===== src/rtl/exec_pkg.sv =====
// Shared opcodes, flag bit positions and FSM states for the execute stage.
package exec_pkg;

    typedef logic [3:0] opcode_t;

    localparam opcode_t OP_ADD  = 4'd0;
    localparam opcode_t OP_ADDC = 4'd1;
    localparam opcode_t OP_SUB  = 4'd2;
    localparam opcode_t OP_CMP  = 4'd3;
    localparam opcode_t OP_AND  = 4'd4;
    localparam opcode_t OP_OR   = 4'd5;
    localparam opcode_t OP_XOR  = 4'd6;
    localparam opcode_t OP_MOV  = 4'd7;
    localparam opcode_t OP_LSH  = 4'd8;
    localparam opcode_t OP_ASH  = 4'd9;
    localparam opcode_t OP_LUI  = 4'd10;
    localparam opcode_t OP_NOT  = 4'd11;
    localparam opcode_t OP_MUL  = 4'd12;

    localparam int FLAG_C = 0;
    localparam int FLAG_L = 1;
    localparam int FLAG_F = 2;
    localparam int FLAG_Z = 3;
    localparam int FLAG_N = 4;

    typedef enum logic [1:0] {
        IDLE = 2'd0,
        EXEC = 2'd1,
        MUL  = 2'd2,
        WB   = 2'd3
    } state_t;

endpackage


===== src/rtl/mul_iter.sv =====
// Shift-add multiplier: go loads operands, WIDTH iterations follow, done is high for one cycle after the last.
module mul_iter #(
    parameter int WIDTH = 16
) (
    input  logic             clk,
    input  logic             reset,
    input  logic             go,
    input  logic [WIDTH-1:0] a,
    input  logic [WIDTH-1:0] b,
    output logic [WIDTH-1:0] product,
    output logic             done
);
    localparam int CW = $clog2(WIDTH + 1);

    logic [WIDTH-1:0] acc;
    logic [WIDTH-1:0] mcand;
    logic [WIDTH-1:0] mplier;
    logic [CW-1:0]    cnt;
    logic             running;

    always_ff @(posedge clk) begin
        if (reset) begin
            acc     <= '0;
            mcand   <= '0;
            mplier  <= '0;
            cnt     <= '0;
            running <= 1'b0;
        end else if (go) begin
            acc     <= '0;
            mcand   <= b;
            mplier  <= a;
            cnt     <= CW'(WIDTH);
            running <= 1'b1;
        end else if (running) begin
            if (cnt != '0) begin
                acc    <= acc + (mplier[0] ? mcand : '0);
                mcand  <= mcand << 1;
                mplier <= mplier >> 1;
                cnt    <= cnt - CW'(1);
            end else begin
                running <= 1'b0;
            end
        end
    end

    assign product = acc;
    assign done    = running && (cnt == '0);

endmodule


===== src/rtl/exec_unit.sv =====
// Execute stage: computes b OP a for the register file and holds the {N,Z,F,L,C} flags.
// Optional iterative multiply for op 12 is built when EXEC_MUL_EN is defined.
module exec_unit
    import exec_pkg::*;
#(
    parameter int WIDTH  = 16,
    parameter int OPBITS = 4
) (
    input  logic              clk,
    input  logic              reset,
    input  logic              start,
    input  logic [OPBITS-1:0] op,
    input  logic [WIDTH-1:0]  a,
    input  logic [WIDTH-1:0]  b,
    output logic [WIDTH-1:0]  result,
    output logic              regwrite,
    output logic              done,
    output logic              busy,
    output logic [4:0]        flags,
    output state_t            dbg_state
);
    // Handshake: a request is taken when start=1 while idle (busy=0); done pulses for
    // exactly one cycle with result valid; start is ignored from acceptance through done.
    state_t            state, state_nxt;
    logic [OPBITS-1:0] op_q;
    logic [WIDTH-1:0]  a_q, b_q;
    logic              wr_q;

    logic [WIDTH:0]    sum;
    logic [WIDTH-1:0]  alu_res;
    logic              alu_wr;
    logic [4:0]        alu_flags;
    logic [5:0]        sh_mag;
    logic              sh_zero;
    logic              mul_done;
    logic [WIDTH-1:0]  mul_product;

`ifdef EXEC_MUL_EN
    mul_iter #(.WIDTH(WIDTH)) u_mul (
        .clk     (clk),
        .reset   (reset),
        .go      ((state == IDLE) && start && (op == OP_MUL)),
        .a       (a),
        .b       (b),
        .product (mul_product),
        .done    (mul_done)
    );
`else
    assign mul_done    = 1'b0;
    assign mul_product = '0;
`endif

    always_ff @(posedge clk) begin
        if (reset) state <= IDLE;
        else       state <= state_nxt;
    end

    always_comb begin
        state_nxt = state;
        case (state)
            IDLE: begin
                if (start) begin
                    state_nxt = EXEC;
`ifdef EXEC_MUL_EN
                    if (op == OP_MUL) state_nxt = MUL;
`endif
                end
            end
            EXEC:    state_nxt = WB;
            MUL:     if (mul_done) state_nxt = WB;
            WB:      state_nxt = IDLE;
            default: state_nxt = IDLE;
        endcase
        busy      = (state != IDLE);
        done      = (state == WB);
        regwrite  = (state == WB) && wr_q;
        dbg_state = state;
    end

    // Shift amount is the signed 5-bit field of a; -16 needs the sixth magnitude bit.
    always_comb begin
        sh_mag  = a_q[4] ? (6'd0 - {a_q[4], a_q[4:0]}) : {1'b0, a_q[4:0]};
        sh_zero = (sh_mag >= 6'(WIDTH));
        sum       = '0;
        alu_res   = result;
        alu_wr    = 1'b1;
        alu_flags = flags;
        case (op_q)
            OP_ADD, OP_ADDC: begin
                sum = {1'b0, b_q} + {1'b0, a_q}
                    + {{WIDTH{1'b0}}, (op_q == OP_ADDC) && flags[FLAG_C]};
                alu_res           = sum[WIDTH-1:0];
                alu_flags[FLAG_C] = sum[WIDTH];
                alu_flags[FLAG_F] = (b_q[WIDTH-1] == a_q[WIDTH-1]) && (sum[WIDTH-1] != b_q[WIDTH-1]);
            end
            OP_SUB: begin
                sum = {1'b0, b_q} - {1'b0, a_q};
                alu_res           = sum[WIDTH-1:0];
                alu_flags[FLAG_C] = sum[WIDTH];
                alu_flags[FLAG_F] = (b_q[WIDTH-1] != a_q[WIDTH-1]) && (sum[WIDTH-1] != b_q[WIDTH-1]);
            end
            OP_CMP: begin
                alu_wr            = 1'b0;
                alu_flags[FLAG_L] = (b_q < a_q);
                alu_flags[FLAG_N] = ($signed(b_q) < $signed(a_q));
                alu_flags[FLAG_Z] = (b_q == a_q);
            end
            OP_AND: alu_res = b_q & a_q;
            OP_OR:  alu_res = b_q | a_q;
            OP_XOR: alu_res = b_q ^ a_q;
            OP_MOV: alu_res = a_q;
            OP_NOT: alu_res = ~a_q;
            OP_LUI: alu_res = WIDTH'({a_q[7:0], 8'h00});
            OP_LSH: begin
                if (sh_zero)     alu_res = '0;
                else if (a_q[4]) alu_res = b_q >> sh_mag;
                else             alu_res = b_q << sh_mag;
            end
            OP_ASH: begin
                if (sh_zero)     alu_res = '0;
                else if (a_q[4]) alu_res = $signed(b_q) >>> sh_mag;
                else             alu_res = b_q << sh_mag;
            end
            default: alu_wr = 1'b0;
        endcase
    end

    always_ff @(posedge clk) begin
        if (reset) begin
            op_q   <= '0;
            a_q    <= '0;
            b_q    <= '0;
            result <= '0;
            wr_q   <= 1'b0;
            flags  <= '0;
        end else begin
            if ((state == IDLE) && start) begin
                op_q <= op;
                a_q  <= a;
                b_q  <= b;
            end
            if (state == EXEC) begin
                result <= alu_res;
                wr_q   <= alu_wr;
                flags  <= alu_flags;
            end else if ((state == MUL) && mul_done) begin
                result <= mul_product;
                wr_q   <= 1'b1;
            end
        end
    end

endmodule


===== config.mk =====
export PLATFORM = sky130hd
export DESIGN_NAME = exec_unit
export DESIGN_NICKNAME = d
export VERILOG_FILES = /design/src/rtl/exec_pkg.sv /design/src/rtl/mul_iter.sv /design/src/rtl/exec_unit.sv
export SDC_FILE = /design/constraint.sdc
export NUM_CORES = 1
export LEC_CHECK = 0
export CAP_MARGIN = 30
export CORE_UTILIZATION = 60
export DETAILED_ROUTE_END_ITERATION = 10
export HOLD_SLACK_MARGIN = 0.02
export PLACE_DENSITY = 0.8
export RECOVER_POWER = 100
export SLEW_MARGIN = 20
export SYNTH_ARGS = -nofsm -noshare
export SYNTH_HDL_FRONTEND = slang
export SYNTH_SLANG_ARGS = --single-unit

===== constraint.sdc =====
create_clock -name clk -period 5 [get_ports clk]
set_input_delay 1.25 -clock clk [delete_from_list [all_inputs] [get_ports clk]]
set_output_delay 1.25 -clock clk [all_outputs]
set_load 0.01 [all_outputs]

== Word level (Yosys, flattened, before mapping) ==
Index checks and enable logic that the tools add are counted.

* Output and inout bits: 26
* Input port bits: 39
* Logic and storage cells: 70
* Register bits: 60

* Shift operators: 3
* Eq/ne operators: 20
* Muxes and demuxes: 11
* Add/sub/neg operators: 4
* Bitwise logic cells: 5
* $lt $le $gt $ge: 3
* Reduce and logical (&&, ||, !) cells: 16

{| class="wikitable"
|+ Operators by type and width
! cell !! number
|-
| case mux 16 bit (10 select lines) || 1
|-
| 2-to-1 mux 16 bit || 4
|-
| less-than comparator 16 bit || 2
|-
| adder 16 x 16 -> 17 bit || 1
|-
| adder 17 x 1 -> 17 bit || 1
|-
| subtractor 16 x 16 -> 17 bit || 1
|-
| AND 16 bit || 1
|-
| equality test 16 bit || 1
|-
| equality test 4 x 3 -> 1 bit (second input constant) || 4
|-
| equality test 4 bit (second input constant) || 4
|-
| NOT 16 bit || 1
|-
| bitwise OR 16 bit || 1
|-
| << shifter 16 x 6 -> 16 bit || 1
|-
| right shift 16 x 6 -> 16 bit || 1
|-
| >>> shifter 16 x 6 -> 16 bit || 1
|-
| XOR 16 bit || 1
|-
| OR reduction 11 bit || 1
|-
| nonzero test 10 bit || 1
|-
| equality test 4 x 2 -> 1 bit (second input constant) || 2
|-
| AND reduction 2 bit || 4
|-
| greater-or-equal comparator 6 x 5 -> 1 bit (second input constant) || 1
|-
| 2-to-1 mux 6 bit || 1
|-
| case mux 2 bit (3 select lines) || 1
|-
| subtractor 1 x 5 -> 6 bit (first input constant) || 1
|-
| 15 further kinds || 24
|}

== Logic depth before layout (Yosys ltp) ==
Gate-level depths: netlist of the first run.

* Depth after elaboration: 6
* Depth in mapped cells: 14

== Least setup slack after synthesis of the first run ==
Ideal clock, no wire load.

* Path type: register to register
* Start: register op_q[1]
* End: register result[14]
* Data arrival time: 3407 ps
* Setup time: 91 ps
* Cell stages (with the launch flop): 15
* Setup slack: 1502 ps
* Clock period less this slack: 3498 ps
* Buffers on the path: 2
* Data required time: 4909 ps
* Cell sequence: dfxtp_1 > buf_2 > nand2b_1 > clkbuf_1 > nor2_1 > fa_1 > fa_1 > a21oi_2 > nand4b_1 > a21oi_2 > o41ai_2 > a21oi_1 > a21o_1 > or4_1 > a311oi_1

* Cells in the longest elaborated chain, start to end: 4

{| class="wikitable"
|+ Ends and longest elaborated chain
! what !! RTL line !! source
|-
| start, declared || exec_unit.sv:25 || <nowiki>logic [OPBITS-1:0] op_q;</nowiki>
|-
| start signal, assigned || exec_unit.sv:138 || <nowiki>op_q <= op;</nowiki>
|-
| equality test 4 x 1 -> 1 bit / logical NOT 4 bit (equally long branches) || -- ||
|-
| logical AND 1 bit / OR reduction 2 bit (equally long branches) || exec_unit.sv:91, exec_unit.sv:88 ||
|-
| adder 17 x 1 -> 17 bit / nonzero test 10 bit (equally long branches) || -- ||
|-
| case mux 16 bit (10 select lines) / AND reduction 2 bit (equally long branches) || -- ||
|-
| end signal, assigned || exec_unit.sv:143 || <nowiki>result <= alu_res;</nowiki>
|-
| end signal, assigned || exec_unit.sv:147 || <nowiki>result <= mul_product;</nowiki>
|-
| end, declared || exec_unit.sv:15 || <nowiki>output logic [WIDTH-1:0] result,</nowiki>
|}

Several ways; a longest one is shown, not always the timed one.
A chain may end at the register's enable or synchronous reset.

== Worst setup path in the final report of the first run ==
* Start: register a_q[0]
* End: register result[14]

* Cells in the longest elaborated chain, start to end: 6

{| class="wikitable"
|+ Ends and longest elaborated chain
! what !! RTL line !! source
|-
| start, declared || exec_unit.sv:26 || <nowiki>logic [WIDTH-1:0] a_q, b_q;</nowiki>
|-
| start signal, assigned || exec_unit.sv:131 || <nowiki>a_q <= '0;</nowiki>
|-
| start signal, assigned || exec_unit.sv:139 || <nowiki>a_q <= a;</nowiki>
|-
| branches (longest 5 deep; another with adder 16 x 16 -> 17 bit) || -- ||
|-
| case mux 16 bit (10 select lines) (*) || exec_unit.sv:88 || <nowiki>case (op_q)</nowiki>
|}

Mark *: on every way between the ends.

==> results of run 1 <==
==> tightest hold or removal path, stage by stage (launching register included) <==
cell and delay (ns):
dfxtp_1 0.31, nand2_1 0.05, a21oi_1 0.05
==> report_power, final <==
| group | internal (uW) | total [uW] | switching (uW) | leakage, uW |
|---|---|---|---|---|
| logic | 388 | 990 | 602 | 0.00236 |
| registers | 526 | 612 | 86.7 | 0.000491 |
| clock network | 452 | 700 | 248 | 0.000156 |
| total | 1370 | 2300 | 936 | 0.00300 |
==> cells in the final DEF, fill, tap and decap left out, types with 15 or more instances in the layout <==
| master | instances |
|---|---|
| nand2_1 | 128 |
| a21oi_1 | 90 |
| nor2_1 | 86 |
| dfxtp_1 | 60 |
| inv_1 | 55 |
| ha_1 | 52 |
| o21ai_0 | 44 |
| mux2i_1 | 38 |
| clkdlybuf4s50_1 | 38 |
| dlygate4sd3_1 | 25 |
| mux4_2 | 22 |
| a211oi_1 | 21 |
| nor3_1 | 19 |
| xnor2_1 | 16 |
| o22ai_1 | 16 |
| nand2b_1 | 15 |
==> cells by family (layout without fill, tap and decap cells) <==
group | after synthesis | after routing | share of synthesized area
AO/OA/AOI/OAI | 282 | 282 | 0.269
adder cells (fa/ha/maj) | 55 | 55 | 0.102
multiplexers | 71 | 71 | 0.146
XOR/XNOR | 23 | 23 | 0.0312
flip-flops | 60 | 60 | 0.173
buffers and inverters | 125 | 153 | 0.0764
AND/OR/NAND/NOR | 311 | 311 | 0.202
==> per-layer routing <==
metal / part of all wire / wire [um] / up-vias / GRT usage
met5: 0 / 0 / - / 0
met4: 0.063 / 1670 / 0 / 0.310
met3: 0.15 / 3850 / 143 / 0.139
met2: 0.42 / 11100 / 672 / 0.669
met1: 0.37 / 9850 / 3634 / 0.579
li1: - / - / 3408 / -
==> flip-flops by register name, indices dropped and copies added, names as in the netlist <==
| signal | flops |
|---|---|
| dbg_state | 2 |
| b_q | 16 |
| op_q | 4 |
| a_q | 16 |
| wr_q | 1 |
| result | 16 |
| flags | 5 |
==> metrics by stage <==
step                      total power [uW]  utilization  cells
after floorplan                       1260            -    927
after global placement                1530        0.680   1076
after detailed placement              1560        0.683   1078
after CTS                             2260        0.712   1094
after global routing                  2380        0.712   1095
final                                 2300        0.712   1095
==> worst max path at each step <==
stage,endpoint,slack (ns),cells after the start,start
global route,result[10],0.35,10,a_q[0]
floorplan,result[14],1.50,14,op_q[1]
detailed placement,flags[0],1.04,10,a_q[2]
global placement,flags[0],1.13,10,a_q[2]
finish,result[14],0.62,9,a_q[0]
CTS,flags[0],1.02,10,a_q[2]
==> final cells by class <==
cell class / instances / area share
clock inverter: 5 / 0.0108
timing repair buffer: 80 / 0.0982
multi-input combinational: 742 / 0.659
clock buffer: 11 / 0.0308
tap: 140 / 0.0222
sequential: 60 / 0.152
inverter: 57 / 0.0271
==> metrics.yaml, run 1 <==
slew_headroom: -0.889
async_reset_ff_frac: 0
maxCapViolCount: 2
rr_worst_depth: 9
ys_warn_count: 0
fmax_mhz: 228
fp.coreArea_um2: 11100
synth-main-ff-cell: "dfxtp_1"
power.leakage_uw: 0.00300
final_area_um2: 7890
path_buf_inv: 1
arrival_ns: 4.60
routedWlPerCell_um: 24.2
path_cells: "clkinv_1 > ha_1 > mux2i_2 > mux2i_1 > mux4_2 > mux2_2 > nor3_2 > nor4_1 > a311oi_1"
num_vias: 7857
synth_edf_count: 0
synth.distinct_cells: 75
numPortBuffers: 64
rows: 38
synth_seq_cells: 60
synth_area_um2: 6940
cts-root-buf: "clkbuf_16"
period_share: 0.876
fin_worst_skew_ns: 0.0103
fin_ws_ns: 0.622
cts_tree: "done"
rsz0062_at_grt: "false"
h-tree-depth: 3
reg2reg_to: "result[14]"
ys_seq_area_frac: 0.173
violations: "max-capacitance violations, max-slew violations"
grt-ovfl-total: 0
final_layout_size_suffix_gt1_frac: 0.0838
critPathMaxFanout: 23
antenna_left: 0
whs_path_depth: 2
critPathKind: "flip-flop to flip-flop"
syn_inst: 927
cts_setup_buffers: 0
grt_max_degree: 63
gp_congestion: 1.13
clk_latency_ns: 0.35
grt_pass1_wl_um: 40600
area_growth_pct: 13.6
regArea_um2: 1200
viasPerCell: 7.18
fill_cells: 884
crit_family: "multiplexers"
fp.dieH_um: 110
synth_most_common_cell: "nand2_1"
cts_hold_buf: 0
finalNetCount: 1044
ir_drop_v: 0.000259
cts-buffers-inserted: 9
place_area_um2: 7560
drtIter0Drc: 1197
dpl.hpwl_um: 19300
timing.critical_path.slowest_stage_cell: "mux2i_2"
synth_area_leaders: "dfxtp_1, ha_1, mux4_2"
grt_use_total: 0.458
clk_path_buf_depth: 2
required_ns: 5.22
holdPathEnd: "flags[1]"
max_stage_delay_ns: 1.13
hold_slack_ns: 0.459
power-per-cell-area_nw_per_um2: 292
setup_viol: 0
initial_core_util: 0.627
holdCritStartpoint: "flags[1]"
final_max_slew_viol_count: 63
max_slew.worst_pin.slew_ns: 2.83
cts.sinks: 60
drt-total-wl_um: 26500
status: "finished with violations"
ys_top_cells_by_count: "nand2_1, a21oi_1, nor2_1, dfxtp_1, inv_1"
avgSynthCellArea_um2: 7.49
drc: 0
multi_input_area_um2: 5190
r2r_slack_ns: 0.62
place_ws_ns: 1.04
antenna_found_initial: 0
io_pins: 65
synth_fp_nets: 1021
crit_path_end_kind: "flip-flop"
die_area_um2: 12000
firstDrtPassIters: 6
ctsResizeCount: 0
period_needed_ns: 4.38
cp-start-kind: "flip-flop"
hold_path_class: "flip-flop to flip-flop"
hold_viol_final: 0
r2r_start: "a_q[0]"
path_clk_slew_ns: 0.06
tns_ns: 0
yosysTopAreaCellShare: 0.173
die_x_um: 110
diodes: 0
grt_pass1_vias: 7383
yosysTopAreaCell: "dfxtp_1"
Power figures use the tool's default switching activity.
==> run 2, diff against run 1 <==
--- a/config.mk
+++ b/config.mk
@@ -8,8 +8,9 @@
 export CAP_MARGIN = 30
 export CORE_UTILIZATION = 60
 export DETAILED_ROUTE_END_ITERATION = 10
+export GPL_ROUTABILITY_DRIVEN = 0
 export HOLD_SLACK_MARGIN = 0.02
-export PLACE_DENSITY = 0.8
+export PLACE_DENSITY = 0.83
 export RECOVER_POWER = 100
 export SLEW_MARGIN = 20
 export SYNTH_ARGS = -nofsm -noshare
==> metrics.yaml, run 2 (same netlist as run 1, synthesis figures left out) <==
timing.critical_path.slowest_stage_cell: "mux2i_4"
crit_path_end_kind: "flip-flop"
swShare: 0.418
area_growth_pct: 12.7
status: "finished with violations"
finalNonFillerCells: 1094
drc: 0
hold_path_class: "flip-flop to flip-flop"
holdPathEnd: "result[0]"
grt-ovfl-total: 0
antenna_left: 0
pwr-share-clk: 0.297
numPortBuffers: 64
maxCapViolCount: 1
ctsResizeCount: 0
hold_slack_ns: 0.445
grt_max_degree: 46
clk_path_buf_depth: 2
power-per-cell-area_nw_per_um2: 286
routedWlPerCell_um: 22.1
h-tree-depth: 3
setup_viol: 0
final_area_um2: 7820
reg_top3: "a_q x16, b_q x16, result x16"
final_core_util: 0.706
final_max_slew_viol_count: 46
final_cell_mix: "nand2_1, a21oi_1, nor2_1"
p_int_uw: 1300
finalNetCount: 1043
sequentialPowerShare: 0.270
cts_tree: "done"
ir_drop_v: 0.000236
grt_pass1_wl_um: 37300
antenna_found_initial: 0
fp.dieH_um: 110
initial_core_util: 0.627
firstDrtPassIters: 11
reg2reg_to: "result[14]"
period_needed_ns: 4.18
cts-buffers-inserted: 9
period_share: 0.835
num_vias: 7763
max_stage_delay_ns: 0.69
dp_cells: 1078
die_area_um2: 12000
cts.sinks: 60
path_clk_slew_ns: 0.06
drtIter0Drc: 1537
dpl.hpwl_um: 17600
clk_latency_ns: 0.36
rows: 38
final_layout_size_suffix_gt1_frac: 0.0797
grt_pass1_vias: 6764
diodes: 0
violations: "max-capacitance violations, max-slew violations"
drt-total-wl_um: 24100
hold_viol_final: 0
cts_hold_buf: 0
slew_headroom: -0.345
r2r_start: "a_q[1]"
cp-start-kind: "flip-flop"
rr_worst_depth: 10
critPathMaxFanout: 23
grt_use_total: 0.419
fin_worst_skew_ns: 0.0177
cts_setup_buffers: 0
fp.coreArea_um2: 11100
arrival_ns: 4.42
holdCritStartpoint: "result[0]"
cts-root-buf: "clkbuf_16"
place_area_um2: 7570
fmax_mhz: 240
power.leakage_uw: 0.00297
power.switching_uw: 935
viasPerCell: 7.10
die_x_um: 110
combPwrFrac: 0.433
r2r_slack_ns: 0.82
mostFrequentLayoutCell: "nand2_1"
fill_cells: 895
rsz0062_at_grt: "false"
io_pins: 65
tns_ns: 0
critPathKind: "flip-flop to flip-flop"
whs_path_depth: 2
path_cells: "clkbuf_1 > inv_1 > ha_1 > mux2i_4 > mux2i_1 > mux4_2 > mux2_2 > nor3_1 > nor4_1 > a311oi_1"
required_ns: 5.24
max_slew.worst_pin.slew_ns: 2.02
run 2: cell types whose count changed in the layout (fill, tap and decap cells not counted), sizes merged:
cell / previous run / this run
buf: 16 / 12
inv: 55 / 59
clkdlybuf4s50: 38 / 36
dlygate4sd3: 25 / 27
bufinv: 2 / 1
clkbuf: 12 / 13
clkinv: 4 / 3
run 2: layout make-up:
cell class | instances | area, um^2 | share of cell area
Sequential cell | 60 | 1200 | 0.154
Inverter | 57 | 214 | 0.0273
Clock inverter | 7 | 81.3 | 0.0104
Clock buffer | 9 | 225 | 0.0288
Tap cell | 140 | 175 | 0.0224
Multi-Input combinational cell | 742 | 5190 | 0.664
Timing Repair Buffer | 79 | 736 | 0.0940
run 2: worst max-delay path by stage:
stage	startpoint	slack, ns	endpoint	cells after the start
3_5_place_dp	op_q[1]	1.41	result[14]	12
6_report	a_q[1]	0.82	result[14]	10
2_1_floorplan	op_q[1]	1.50	result[14]	14
5_1_grt	a_q[1]	0.66	result[10]	11
3_3_place_gp	a_q[0]	1.52	result[10]	12
4_1_cts	a_q[0]	1.37	result[12]	12
run 2: critical path, delay by kind of cell (launching register included):
family | cells | cell delay (ns)
flip-flops | 1 | 0.30
buffers and inverters | 2 | 0.87
AND/OR/NAND/NOR | 2 | 0.37
AO/OA/AOI/OAI | 1 | 0.25
multiplexers | 4 | 1.81
adder cells (fa/ha/maj) | 1 | 0.46
run 2: power by group through the flow:
stage / Sequential, uW / Combinational (uW) / Clock, uW
after floorplan: 587 / 670 / 0
after global placement: 606 / 920 / 0
after detailed placement: 609 / 936 / 0
after CTS: 599 / 945 / 662
after global routing: 608 / 1030 / 682
final: 603 / 967 / 665
run 2: routing by layer:
layer / vias up / global-route usage / wire length (um)
li1: 3408 / - / -
met1: 3527 / 0.548 / 9040
met2: 666 / 0.597 / 9780
met3: 162 / 0.154 / 3740
met4: 0 / 0.221 / 1580
met5: - / 0 / 0
run 2: through the flow:
stage,power (uW),setup WS [ns]
floorplan,1260,1.50
global placement,1530,1.52
detailed placement,1550,1.41
CTS,2210,1.37
global route,2320,0.660
finish,2230,0.825
